===== src/rtl/doodle_motion_pkg.sv =====
// doodle_motion_pkg: screen geometry, start position and the jump controller's one-hot states.
package doodle_motion_pkg;
    localparam int H_OFFSET      = 144;
    localparam int V_OFFSET      = 35;
    localparam int H_RES         = 630;
    localparam int V_RES         = 480;
    localparam int DOODLE_RADIUS = 13;
    localparam int DEF_START_X   = 406;
    localparam int DEF_START_Y   = 498 - DOODLE_RADIUS;
    localparam int DEF_X_MIN     = H_OFFSET + DOODLE_RADIUS;
    localparam int DEF_X_MAX     = H_OFFSET + H_RES - DOODLE_RADIUS;
    localparam int DEF_Y_MIN     = V_OFFSET + DOODLE_RADIUS;
    localparam int DEF_Y_FLOOR   = V_OFFSET + V_RES + 25;
    typedef enum logic [3:0] {
        ST_I    = 4'b0001,
        ST_UP   = 4'b0010,
        ST_DOWN = 4'b0100,
        ST_DONE = 4'b1000
    } state_t;
endpackage


===== src/rtl/doodle_motion_tick_divider.sv =====
// tick_divider: one-cycle move_tick every TICK_DIV enabled cycles; counter held at 0 when disabled.
module tick_divider #(
    parameter int TICK_DIV = 500000
) (
    input  logic Clk,
    input  logic Reset,
    input  logic i_enable,
    output logic o_move_tick
);
    localparam int W = $clog2(TICK_DIV);
    localparam logic [W-1:0] L_LAST = W'(TICK_DIV - 1);
    logic [W-1:0] r_count;
    logic [W-1:0] w_count_nx;
    logic         r_tick;
    assign w_count_nx  = (!i_enable || r_count == L_LAST) ? '0 : r_count + W'(1);
    assign o_move_tick = r_tick;
    // Tick is registered from the counter's next value so it tracks count == TICK_DIV-1 exactly.
    always_ff @(posedge Clk or posedge Reset) begin
        if (Reset) begin
            r_count <= '0;
            r_tick  <= 1'b0;
        end else begin
            r_count <= w_count_nx;
            r_tick  <= i_enable && w_count_nx == L_LAST;
        end
    end
endmodule


===== src/rtl/doodle_motion.sv =====
// doodle_motion: doodle position and jump-progress generator driven by the jump controller state.
module doodle_motion
    import doodle_motion_pkg::*;
#(
    parameter int TICK_DIV  = 500000,
    parameter int STEP_X    = 2,
    parameter int RISE_STEP = 2,
    parameter int MAX_FALL  = 6,
    parameter int START_X   = DEF_START_X,
    parameter int START_Y   = DEF_START_Y,
    parameter int X_MIN     = DEF_X_MIN,
    parameter int X_MAX     = DEF_X_MAX,
    parameter int Y_MIN     = DEF_Y_MIN,
    parameter int Y_FLOOR   = 540
) (
    input  logic       Clk,
    input  logic       Reset,
    input  logic       q_I,
    input  logic       q_Up,
    input  logic       q_Down,
    input  logic       q_Done,
    input  logic       BtnL,
    input  logic       BtnR,
    output logic [9:0] object_x,
    output logic [9:0] object_y,
    output logic [9:0] up_count,
    output logic       move_tick
);
    state_t      w_state;
    logic        w_is_up, w_is_down, w_is_i;
    logic [10:0] w_x_inc, w_x_dec, w_x_nx, w_y_rise, w_y_sum, w_y_fall, w_up_sum, w_up_nx;
    logic [9:0]  r_x, r_y, r_up;
    logic [2:0]  r_fall;

    assign w_state   = state_t'({q_Done, q_Down, q_Up, q_I});
    assign w_is_i    = w_state == ST_I;
    assign w_is_up   = w_state == ST_UP;
    assign w_is_down = w_state == ST_DOWN;

    tick_divider #(.TICK_DIV(TICK_DIV)) u_tick (
        .Clk         (Clk),
        .Reset       (Reset),
        .i_enable    (w_is_up || w_is_down),
        .o_move_tick (move_tick)
    );

    // All arithmetic at 11 bits; bounds are compared before subtracting so nothing underflows.
    assign w_x_inc  = {1'b0, r_x} + 11'(STEP_X);
    assign w_x_dec  = ({1'b0, r_x} < 11'(X_MIN + STEP_X)) ? 11'(X_MAX) : {1'b0, r_x} - 11'(STEP_X);
    assign w_x_nx   = (BtnL == BtnR) ? {1'b0, r_x} : BtnL ? w_x_dec
                    : (w_x_inc > 11'(X_MAX)) ? 11'(X_MIN) : w_x_inc;
    assign w_y_rise = ({1'b0, r_y} < 11'(Y_MIN + RISE_STEP)) ? 11'(Y_MIN) : {1'b0, r_y} - 11'(RISE_STEP);
    assign w_y_sum  = {1'b0, r_y} + {8'd0, r_fall};
    assign w_y_fall = (w_y_sum > 11'(Y_FLOOR)) ? 11'(Y_FLOOR) : w_y_sum;
    assign w_up_sum = {1'b0, r_up} + 11'(RISE_STEP);
    assign w_up_nx  = (w_up_sum > 11'd1023) ? 11'd1023 : w_up_sum;

    assign object_x = r_x;
    assign object_y = r_y;
    assign up_count = r_up;

    always_ff @(posedge Clk or posedge Reset) begin
        if (Reset) begin
            r_x    <= 10'(START_X);
            r_y    <= 10'(START_Y);
            r_up   <= '0;
            r_fall <= 3'd1;
        end else if (w_is_i) begin
            r_x    <= 10'(START_X);
            r_y    <= 10'(START_Y);
            r_up   <= '0;
            r_fall <= 3'd1;
        end else if (w_is_up) begin
            if (move_tick) begin
                r_x    <= w_x_nx[9:0];
                r_y    <= w_y_rise[9:0];
                r_up   <= w_up_nx[9:0];
                r_fall <= 3'd1;
            end
        end else if (w_is_down) begin
            r_up <= '0;
            if (move_tick) begin
                r_x    <= w_x_nx[9:0];
                r_y    <= w_y_fall[9:0];
                r_fall <= (r_fall >= 3'(MAX_FALL)) ? 3'(MAX_FALL) : r_fall + 3'd1;
            end
        end
    end
endmodule


===== config.mk =====
export PLATFORM = sky130hd
export DESIGN_NAME = doodle_motion
export DESIGN_NICKNAME = d
export VERILOG_FILES = /design/src/rtl/doodle_motion_pkg.sv /design/src/rtl/doodle_motion_tick_divider.sv /design/src/rtl/doodle_motion.sv
export SDC_FILE = /design/constraint.sdc
export NUM_CORES = 1
export LEC_CHECK = 0
export CORE_UTILIZATION = 60
export CTS_CLUSTER_SIZE = 30
export DETAILED_ROUTE_END_ITERATION = 16
export DONT_BUFFER_PORTS = 1
export PLACE_DENSITY = 0.79
export SLEW_MARGIN = 5
export SYNTH_ARGS = -nofsm -noshare
export SYNTH_HDL_FRONTEND = slang
export SYNTH_SLANG_ARGS = --single-unit

===== constraint.sdc =====
create_clock -name Clk -period 5.48 [get_ports Clk]
set_input_delay 0.822 -clock Clk [delete_from_list [all_inputs] [get_ports Clk]]
set_output_delay 0.822 -clock Clk [all_outputs]
set_load 0.1 [all_outputs]

### Yosys cells after proc, flatten, opt, wreduce, memory -nomap -nowiden

Index checks and enable logic that the tools add are counted.
W data, S select, Z words.

* ROM bits: 0
* register bits: 53
* logic and storage cells: 61
* input port bits: 8
* latch bits: 0
* memories kept: 0
* output and inout bits: 31
* bits in writable memories: 0

* reductions and logical operators: 8
* add/subtract/negate cells: 7
* shift operators: 0
* equality and inequality tests: 7
* bitwise gates (word level): 0
* multiplexer cells: 27
* divide/modulo/power cells: 0
* multipliers: 0
* $lt $le $gt $ge: 6

Operators by type and width (count)
* $mux W10: 20
* $eq A19 B19 Y1 const B: 2
* $gt A11 B10 Y1 const B: 3
* $add A10 B2 Y11 const B: 2
* $sub A10 B2 Y10 const B: 2
* $add A19 B1 Y19 const B: 1
* $mux W19: 1
* $mux W3: 6
* $add A10 B3 Y11: 1
* $lt A10 B6 Y1 const B: 1
* $lt A10 B8 Y1 const B: 1
* $eq A4 B1 Y1 const B: 1
* $eq A4 B2 Y1 const B: 1
* $eq A4 B3 Y1 const B: 1
* $reduce_and A2 Y1: 2
* $add A3 B1 Y3 const B: 1
* $ge A3 B3 Y1 const B: 1
* $ne A3 B1 Y1 const B: 1
* $reduce_bool A3 Y1: 1
* $logic_or A1 B1 Y1: 2
* $reduce_bool A2 Y1: 1
* $eq A1 B1 Y1: 1
* $logic_and A1 B1 Y1: 1
* $logic_not A1 Y1: 1

### Longest topological paths before layout

Gate-level depths: netlist of the first run.

* word-level depth: 9
* gate-level depth with buffers: 9
* gate-level depth less buffers: 9

### Cells and area by module

From an unflattened synthesis of the first run, not the netlist that was laid out.

* cells, all modules: 490
* area total of the unflattened synthesis: 4274.1 um2

By module, submodules not included
* doodle_motion: seq. area each 840.8 um2, times used 1, area each 3042.9 um2, cells each 366
* tick_divider: seq. area each 500.5 um2, times used 1, area each 1231.2 um2, cells each 124

### Worst setup path after synthesis of the first run

OpenSTA, ideal clock, no wires.

* path type: reg-to-reg
* start: reg r_y[1] (netlist: object_y[1])
* end: reg r_y[4] (netlist: object_y[4])
* period minus slack after synthesis: 3.250 ns
* required time: 5.354 ns
* setup time: 0.126 ns
* setup slack: 2.230 ns
* stages on the path, launching flop included: 9
* path buffers: 0
* arrival: 3.124 ns
* cell sequence: dfrtp_1 > inv_1 > fa_1 > and2b_1 > o21ai_1 > nor4b_1 > a211oi_1 > o31a_1 > o311a_1

* word-level cells in the longest chain between the ends: 7
* elaborated cells between the ends (all ways): 11
* those cells by class: 2 x add/sub; 2 x order compare; 7 x mux

Ends and longest elaborated chain
* from (decl): RTL line doodle_motion.sv:32 `logic [9:0] r_x, r_y, r_up;`
* from (signal assigned): RTL line doodle_motion.sv:65 `r_y <= 10'(START_Y);`
* from (signal assigned): RTL line doodle_motion.sv:70 `r_y <= 10'(START_Y);`
* from (signal assigned): RTL line doodle_motion.sv:76 `r_y <= w_y_rise[9:0];`
* $add A10 B3 Y11: RTL line doodle_motion.sv:53 `assign w_y_sum = {1'b0, r_y} + {8'd0, r_fall};`
* $gt A11 B10 Y1: RTL line doodle_motion.sv:54 `assign w_y_fall = (w_y_sum > 11'(Y_FLOOR)) ? 11'(Y_FLOOR) : w_y_sum;`
* $mux W10: RTL line doodle_motion.sv:54
* $mux W10: RTL line doodle_motion.sv:82 `if (move_tick) begin`
* $mux W10: RTL line doodle_motion.sv:80 `end else if (w_is_down) begin`
* $mux W10 *: RTL line doodle_motion.sv:73 `end else if (w_is_up) begin`
* $mux W10 *: RTL line doodle_motion.sv:68 `end else if (w_is_i) begin`

Mark *: on every way between the ends. The rest lies on a longest branch, timed or not. The select of a mux whose other input is x is not followed.
A chain may end at the register's enable or synchronous reset.

### Worst setup path after layout of the first run

Ends and elaborated chain as after synthesis.

==> results.json, run 1 <==
{
  "synth-edff-count": 0,
  "cts_tree": "yes",
  "synth-xor-area-share_pct": 6.66,
  "dieArea_mm2": 0.00712,
  "peakVddDrop_uv": 167,
  "synth_fp_nets": 507,
  "worst_pin_slew_ns": 1.14,
  "grt-ovfl-total": 0,
  "layout.cells.non_filler": 550,
  "area.growth.synth_to_final_pct": 2.76,
  "clock_skew_ns": 0.0138,
  "cts_resized": 0,
  "cap_violations": 0,
  "r2r_setup_slack_ns": 1.98,
  "slew_viol_final": 0,
  "fmax_ghz": 0.286,
  "syn_inst": 486,
  "worstRegToRegCells": 8,
  "failed_checks": "design-rule violations",
  "drtIter0Drc": 248,
  "rr_endpoint": "object_y[4]$_DFFE_PP0P_",
  "dp_cells": 542,
  "fin_nets": 493,
  "drive_above_1_share_pct": 9.73,
  "grt_max_degree": 54,
  "async_reset_ff_share_pct": 100,
  "cellLeakagePower_nw": 1.67,
  "layout_common_cells": "53 x nor2_1, 41 x dfrtp_1, 37 x nand2_1, 36 x a21oi_1",
  "cellPowerDensity_mw_per_mm2": 167,
  "rr_startpoint": "object_y[1]$_DFFE_PP0P_",
  "ios": 39,
  "cts_buffer_depth": 2,
  "grt_pass1_wl_um": 17200,
  "synth_cell_types": 79,
  "critPathRequiredTime_ns": 5.68,
  "final_common_cell": "nor2_1",
  "clk_pin_slew_ns": 0.09,
  "final_hold_viol_count": 0,
  "core_area_mm2": 0.00646,
  "seq_area_frac_synth_pct": 32.9,
  "die_x_um": 84.4,
  "netlist_area_mm2": 0.00407,
  "synth_flop_cell": "dfrtp_1",
  "hp-start": "u_tick.r_count[0]$_DFF_PP0_",
  "yosys.area_share.simple_pct": 25.6,
  "dr.pass1.iters": 12,
  "h-tree-depth": 2,
  "grt_setup_unrepaired": "false",
  "synthMuxAreaShare_pct": 0.799,
  "max_stage_delay_ns": 1.05,
  "whs_endpoint": "u_tick.r_count[0]$_DFF_PP0_",
  "setup_slack_ns": 1.98,
  "numCtsBuffers": 5,
  "grt_pass1_vias": 3652,
  "root_buffer": "clkbuf_8",
  "setup_viol": 0,
  "antenna_found_initial": 0,
  "run_status": "complete, but fails checks",
  "post_drt_wl_per_cell_um": 18.3,
  "yosys_warnings": 0,
  "wirelength_um": 10100,
  "cp_cell_sequence": "inv_1, fa_1, and2b_1, o21ai_1, nor4b_1, a211oi_1, o31a_1, o311a_1",
  "synth_fa_ha_area_share_pct": 4.18,
  "synth_compound_area_share_pct": 25.1,
  "crit_path_max_fanout": 7,
  "cpMaxStageDelayCell": "dfrtp_1",
  "dp_hpwl_um": 6880,
  "hp-class": "flip-flop to flip-flop",
  "vias_per_cell": 6.89,
  "worstSetupStartpointType": "flip-flop",
  "cts_hold_buffers": 0,
  "die_h_um": 84.4,
  "synth_seq_cells": 53,
  "route.detailed.drc": 4,
  "antenna_left": 0,
  "dp_slack_ns": 1.99,
  "row_count": 29,
  "synth_top_family_by_area": "simple AND/OR/NAND/NOR gates",
  "crit_arrival_ns": 3.70,
  "antenna_cells": 0,
  "period_needed_ns": 3.50,
  "period_share_pct": 63.8,
  "clk_latency_ns": 0.31,
  "setup_tns_ns": 0,
  "clock-sinks": 53,
  "hold_depth": 1,
  "cts_setup_buffers": 0,
  "crit_type": "flip-flop to flip-flop",
  "maxSlewHeadroom_pct": 24.3,
  "place.gp.congestion": 0.928,
  "place.port_buffers": 0,
  "hold_ws_ns": 0.509,
  "endpoint_kind": "flip-flop",
  "syn_avg_cell_area_um2": 8.38,
  "dr_total_vias": 3789,
  "start_util_pct": 63.1,
  "grt.total_usage_pct": 29.5
}
## registers in the layout, indices dropped and copies added (netlist names)
register and count:
u_tick.r_count 19, object_x 10, up_count 10, r_fall 3, object_y 10, u_tick.o_move_tick 1
## cells by family (layout without fill, tap and decap cells)
family                   count (synthesis)  count (layout)
AO/OA/AOI/OAI                          144             144
XOR/XNOR                                31              31
adder cells (fa/ha/maj)                 13              13
buffers and inverters                   47              34
flip-flops                              53              53
multiplexers                             3               3
AND/OR/NAND/NOR                        195             195
## metrics by stage
stage               util (%)  total power [mW]  instance area, um2
detailed placement      63.5             0.483                4100
global placement        63.5             0.481                4100
CTS                     64.8             0.707                4190
floorplan                  -             0.470                4070
global route            64.8             0.731                4190
finish                  64.8             0.700                4190
## synth_stat cells, types with 4 or more instances
master / instances / area (um2)
nor4b_1: 4 / 35.0
clkbuf_1: 14 / 52.6
nand2_1: 37 / 139
dfrtp_1: 41 / 1030
o22ai_1: 8 / 50.1
nor3_1: 14 / 70.1
nand4_1: 9 / 56.3
xnor2_1: 18 / 158
nor2b_1: 6 / 37.5
ha_1: 12 / 150
nand3_1: 20 / 100
and2_1: 8 / 50.1
and3_1: 11 / 68.8
o31ai_1: 7 / 52.6
xor2_1: 13 / 114
buf_2: 12 / 60.1
nor3b_1: 4 / 30.0
a211oi_1: 6 / 45.0
inv_1: 18 / 67.6
a21oi_1: 36 / 180
a311oi_1: 4 / 35.0
o21ai_0: 20 / 100
nor2_1: 53 / 199
nor4_1: 4 / 25.0
a31oi_1: 8 / 50.1
and4_1: 5 / 43.8
dfstp_2: 12 / 315
o211ai_1: 5 / 37.5
## where the power goes
group / switching (mW) / total [mW] / internal, mW
Combinational: 0.0381 / 0.0566 / 0.0185
Clock: 0.132 / 0.223 / 0.0909
Sequential: 0.0241 / 0.420 / 0.396
Total: 0.195 / 0.700 / 0.505
## metal layers
layer,GRT usage [%],part of all wire [%],vias up
met2,47.7,47,163
met3,5.60,7.5,9
met4,8.94,0.67,0
li1,-,-,1785
met1,40.5,44,1832
met5,0,0,-
## worst max path at each step
| stage | endpoint | slack, ns | startpoint |
|---|---|---|---|
| after detailed placement | object_y[4]$_DFFE_PP0P_ | 1.99 | object_y[1]$_DFFE_PP0P_ |
| after CTS | object_y[4]$_DFFE_PP0P_ | 1.97 | object_y[1]$_DFFE_PP0P_ |
| final | object_y[4]$_DFFE_PP0P_ | 1.98 | object_y[1]$_DFFE_PP0P_ |
| after global routing | object_y[4]$_DFFE_PP0P_ | 1.81 | object_y[1]$_DFFE_PP0P_ |
| after floorplan | object_y[4]$_DFFE_PP0P_ | 2.23 | object_y[1]$_DFFE_PP0P_ |
| after global placement | object_y[4]$_DFFE_PP0P_ | 2.10 | object_y[1]$_DFFE_PP0P_ |
## cell type report
type | instances | area (um2)
Fill cell | 560 | 2270
Sequential cell | 53 | 1340
Inverter | 18 | 67.6
Timing Repair Buffer | 8 | 60.1
Multi-Input combinational cell | 386 | 2540
Tap cell | 77 | 96.3
Clock inverter | 1 | 7.51
Clock buffer | 7 | 76.3
## worst max-delay path: cells and delay by family (launching register included)
family	cells	cell delay (ns)
DFF	1	1.05
buffers and inverters	1	0.22
and+or+nand+nor	2	0.59
adders and majority gates	1	0.50
AOI/OAI and AO/OA	4	1.03
(Power assumes the default switching activity.)
==> inputs of run 2 (changes only) <==
- clock period: 5.48 -> 3.3 ns (I/O delays scaled with it)
==> run 2 against run 1 <==
Against the previous run: the flow still finishes with violations (design-rule violations); worst setup slack got worse by 1.6 ns; via count rose by 2.1%; critical endpoint unchanged; sequential share of layout area fell by 1.6 points; largest cell class unchanged; clock-buffer cell count fell by 1; largest power group unchanged; power rose by 79%.
==> results.json, run 2 (synthesized netlist as in run 1, its figures left out) <==
{
  "run_status": "complete, but fails checks",
  "failed_checks": "design-rule violations",
  "clk_latency_ns": 0.31,
  "power_mw": 1.25,
  "cts_hold_buffers": 0,
  "worstSetupStartpointType": "flip-flop",
  "grt-ovfl-total": 0,
  "dr_total_vias": 3870,
  "antenna_found_initial": 0,
  "h-tree-depth": 2,
  "drtIter0Drc": 288,
  "setup_slack_ns": 0.384,
  "dpl_cell_area_mm2": 0.00430,
  "area.growth.synth_to_final_pct": 8.23,
  "dr.pass1.iters": 11,
  "slew_viol_final": 0,
  "antenna_left": 0,
  "clk_pin_slew_ns": 0.10,
  "hp-class": "input port to async pin",
  "route.detailed.drc": 7,
  "post_drt_wl_per_cell_um": 17.5,
  "wirelength_um": 10100,
  "layout_common_cells": "53 x nor2_1, 41 x dfrtp_1, 37 x nand2_1, 36 x a21oi_1, 34 x buf_4",
  "crit_type": "flip-flop to flip-flop",
  "maxSlewHeadroom_pct": 53.5,
  "setup_viol": 0,
  "numCtsBuffers": 5,
  "vias_per_cell": 6.72,
  "post-route-util_pct": 68.3,
  "row_count": 29,
  "crit_arrival_ns": 3.12,
  "largest_reg_flops": 19,
  "cts_resized": 0,
  "drive_above_1_share_pct": 14.6,
  "grt_pass1_wl_um": 16900,
  "core_area_mm2": 0.00646,
  "period_needed_ns": 2.92,
  "place.port_buffers": 0,
  "finalInstanceArea_mm2": 0.00441,
  "fillers": 556,
  "grt.total_usage_pct": 29.1,
  "critical_path.top_delay_family": "compound AO/OA/AOI/OAI gates",
  "final_hold_viol_count": 0,
  "max_stage_delay_ns": 0.57,
  "endpoint_kind": "flip-flop",
  "regMostFlops": "u_tick.r_count",
  "cts_tree": "yes",
  "grt_max_degree": 35,
  "cp_cell_sequence": "ha_1, inv_1, fa_1, and2b_1, o21ai_1, nor4b_1, a211oi_1, o31a_1, o311a_1",
  "worst_pin_slew_ns": 0.696,
  "cellPowerDensity_mw_per_mm2": 283,
  "cts_setup_buffers": 0,
  "crit_path_max_fanout": 6,
  "grt_setup_unrepaired": "false",
  "dp_hpwl_um": 7250,
  "place.gp.congestion": 0.954,
  "antenna_cells": 0,
  "start_util_pct": 63.1,
  "ios": 39,
  "fin_nets": 519,
  "path_buf_inv": 1,
  "dieArea_mm2": 0.00712,
  "final_common_cell": "nor2_1",
  "die_h_um": 84.4,
  "critPathRequiredTime_ns": 3.51,
  "clock_skew_ns": 0.00661,
  "dp_slack_ns": 0.426,
  "setup_tns_ns": 0,
  "cts_buffer_depth": 2,
  "period_share_pct": 88.3,
  "peakVddDrop_uv": 242,
  "die_x_um": 84.4,
  "fmax_ghz": 0.343,
  "clock-sinks": 53,
  "cpMaxStageDelayCell": "dfstp_2",
  "cellLeakagePower_nw": 1.82,
  "root_buffer": "clkbuf_8",
  "grt_pass1_vias": 3598,
  "cap_violations": 0
}
[run 2: area by class of cell]
class | count | area (um2) | area share (%)
multi-input cells | 386 | 2540 | 57.5
flip-flops and latches | 53 | 1340 | 30.4
repair buffers | 34 | 255 | 5.79
well taps | 77 | 96.3 | 2.19
clock buffers | 6 | 72.6 | 1.65
inverters | 18 | 67.6 | 1.53
clock inverters | 2 | 38.8 | 0.880
[run 2: stage by stage]
stage	hold slack (ns)	std cells
after floorplan	0.456	486
after global placement	0.487	568
after detailed placement	0.478	568
after CTS	0.184	576
after global routing	0.216	576
final	0.161	576
[run 2: path summary, 6_finish.rpt]
kind                                              from                           to  slack [ns]  depth (start not counted)
setup / recovery                 r_fall[0]$_DFFE_PP1P_      object_y[4]$_DFFE_PP0P_        0.38                          9
hold / removal                                   Reset      up_count[1]$_DFFE_PP0P_        0.16                          1
setup reg to reg                 r_fall[0]$_DFFE_PP1P_      object_y[4]$_DFFE_PP0P_        0.38                          9
hold reg to reg            u_tick.r_count[0]$_DFF_PP0_  u_tick.r_count[0]$_DFF_PP0_        0.50                          1
max in group asynchronous                        Reset      object_y[8]$_DFFE_PP1P_        2.34                          2
min in group Clk                                  BtnL      object_x[6]$_DFFE_PP0P_        0.35                          2
[run 2: power by group]
part           switching, mW  internal, mW  total [mW]
logic                 0.0949        0.0355       0.130
registers            0.00834         0.657       0.665
clock network          0.226         0.228       0.454
total                  0.329         0.921        1.25
[run 2: worst register-to-register path, delay by kind of cell, from the launching register on]
family	cells	cell delay, ns
flip-flops	1	0.57
buffers and inverters	1	0.07
adder cells (fa/ha/maj)	2	0.57
AND/OR/NAND/NOR	2	0.60
AO/OA/AOI/OAI	4	1.00
[run 2: per-layer routing]
layer / track usage, % / up-vias / wire length (um)
met3: 5.80 / 13 / 756
met1: 39.5 / 1856 / 4310
met4: 6.93 / 0 / 123
met5: 0 / - / 0
met2: 48.4 / 163 / 4880
li1: - / 1838 / -
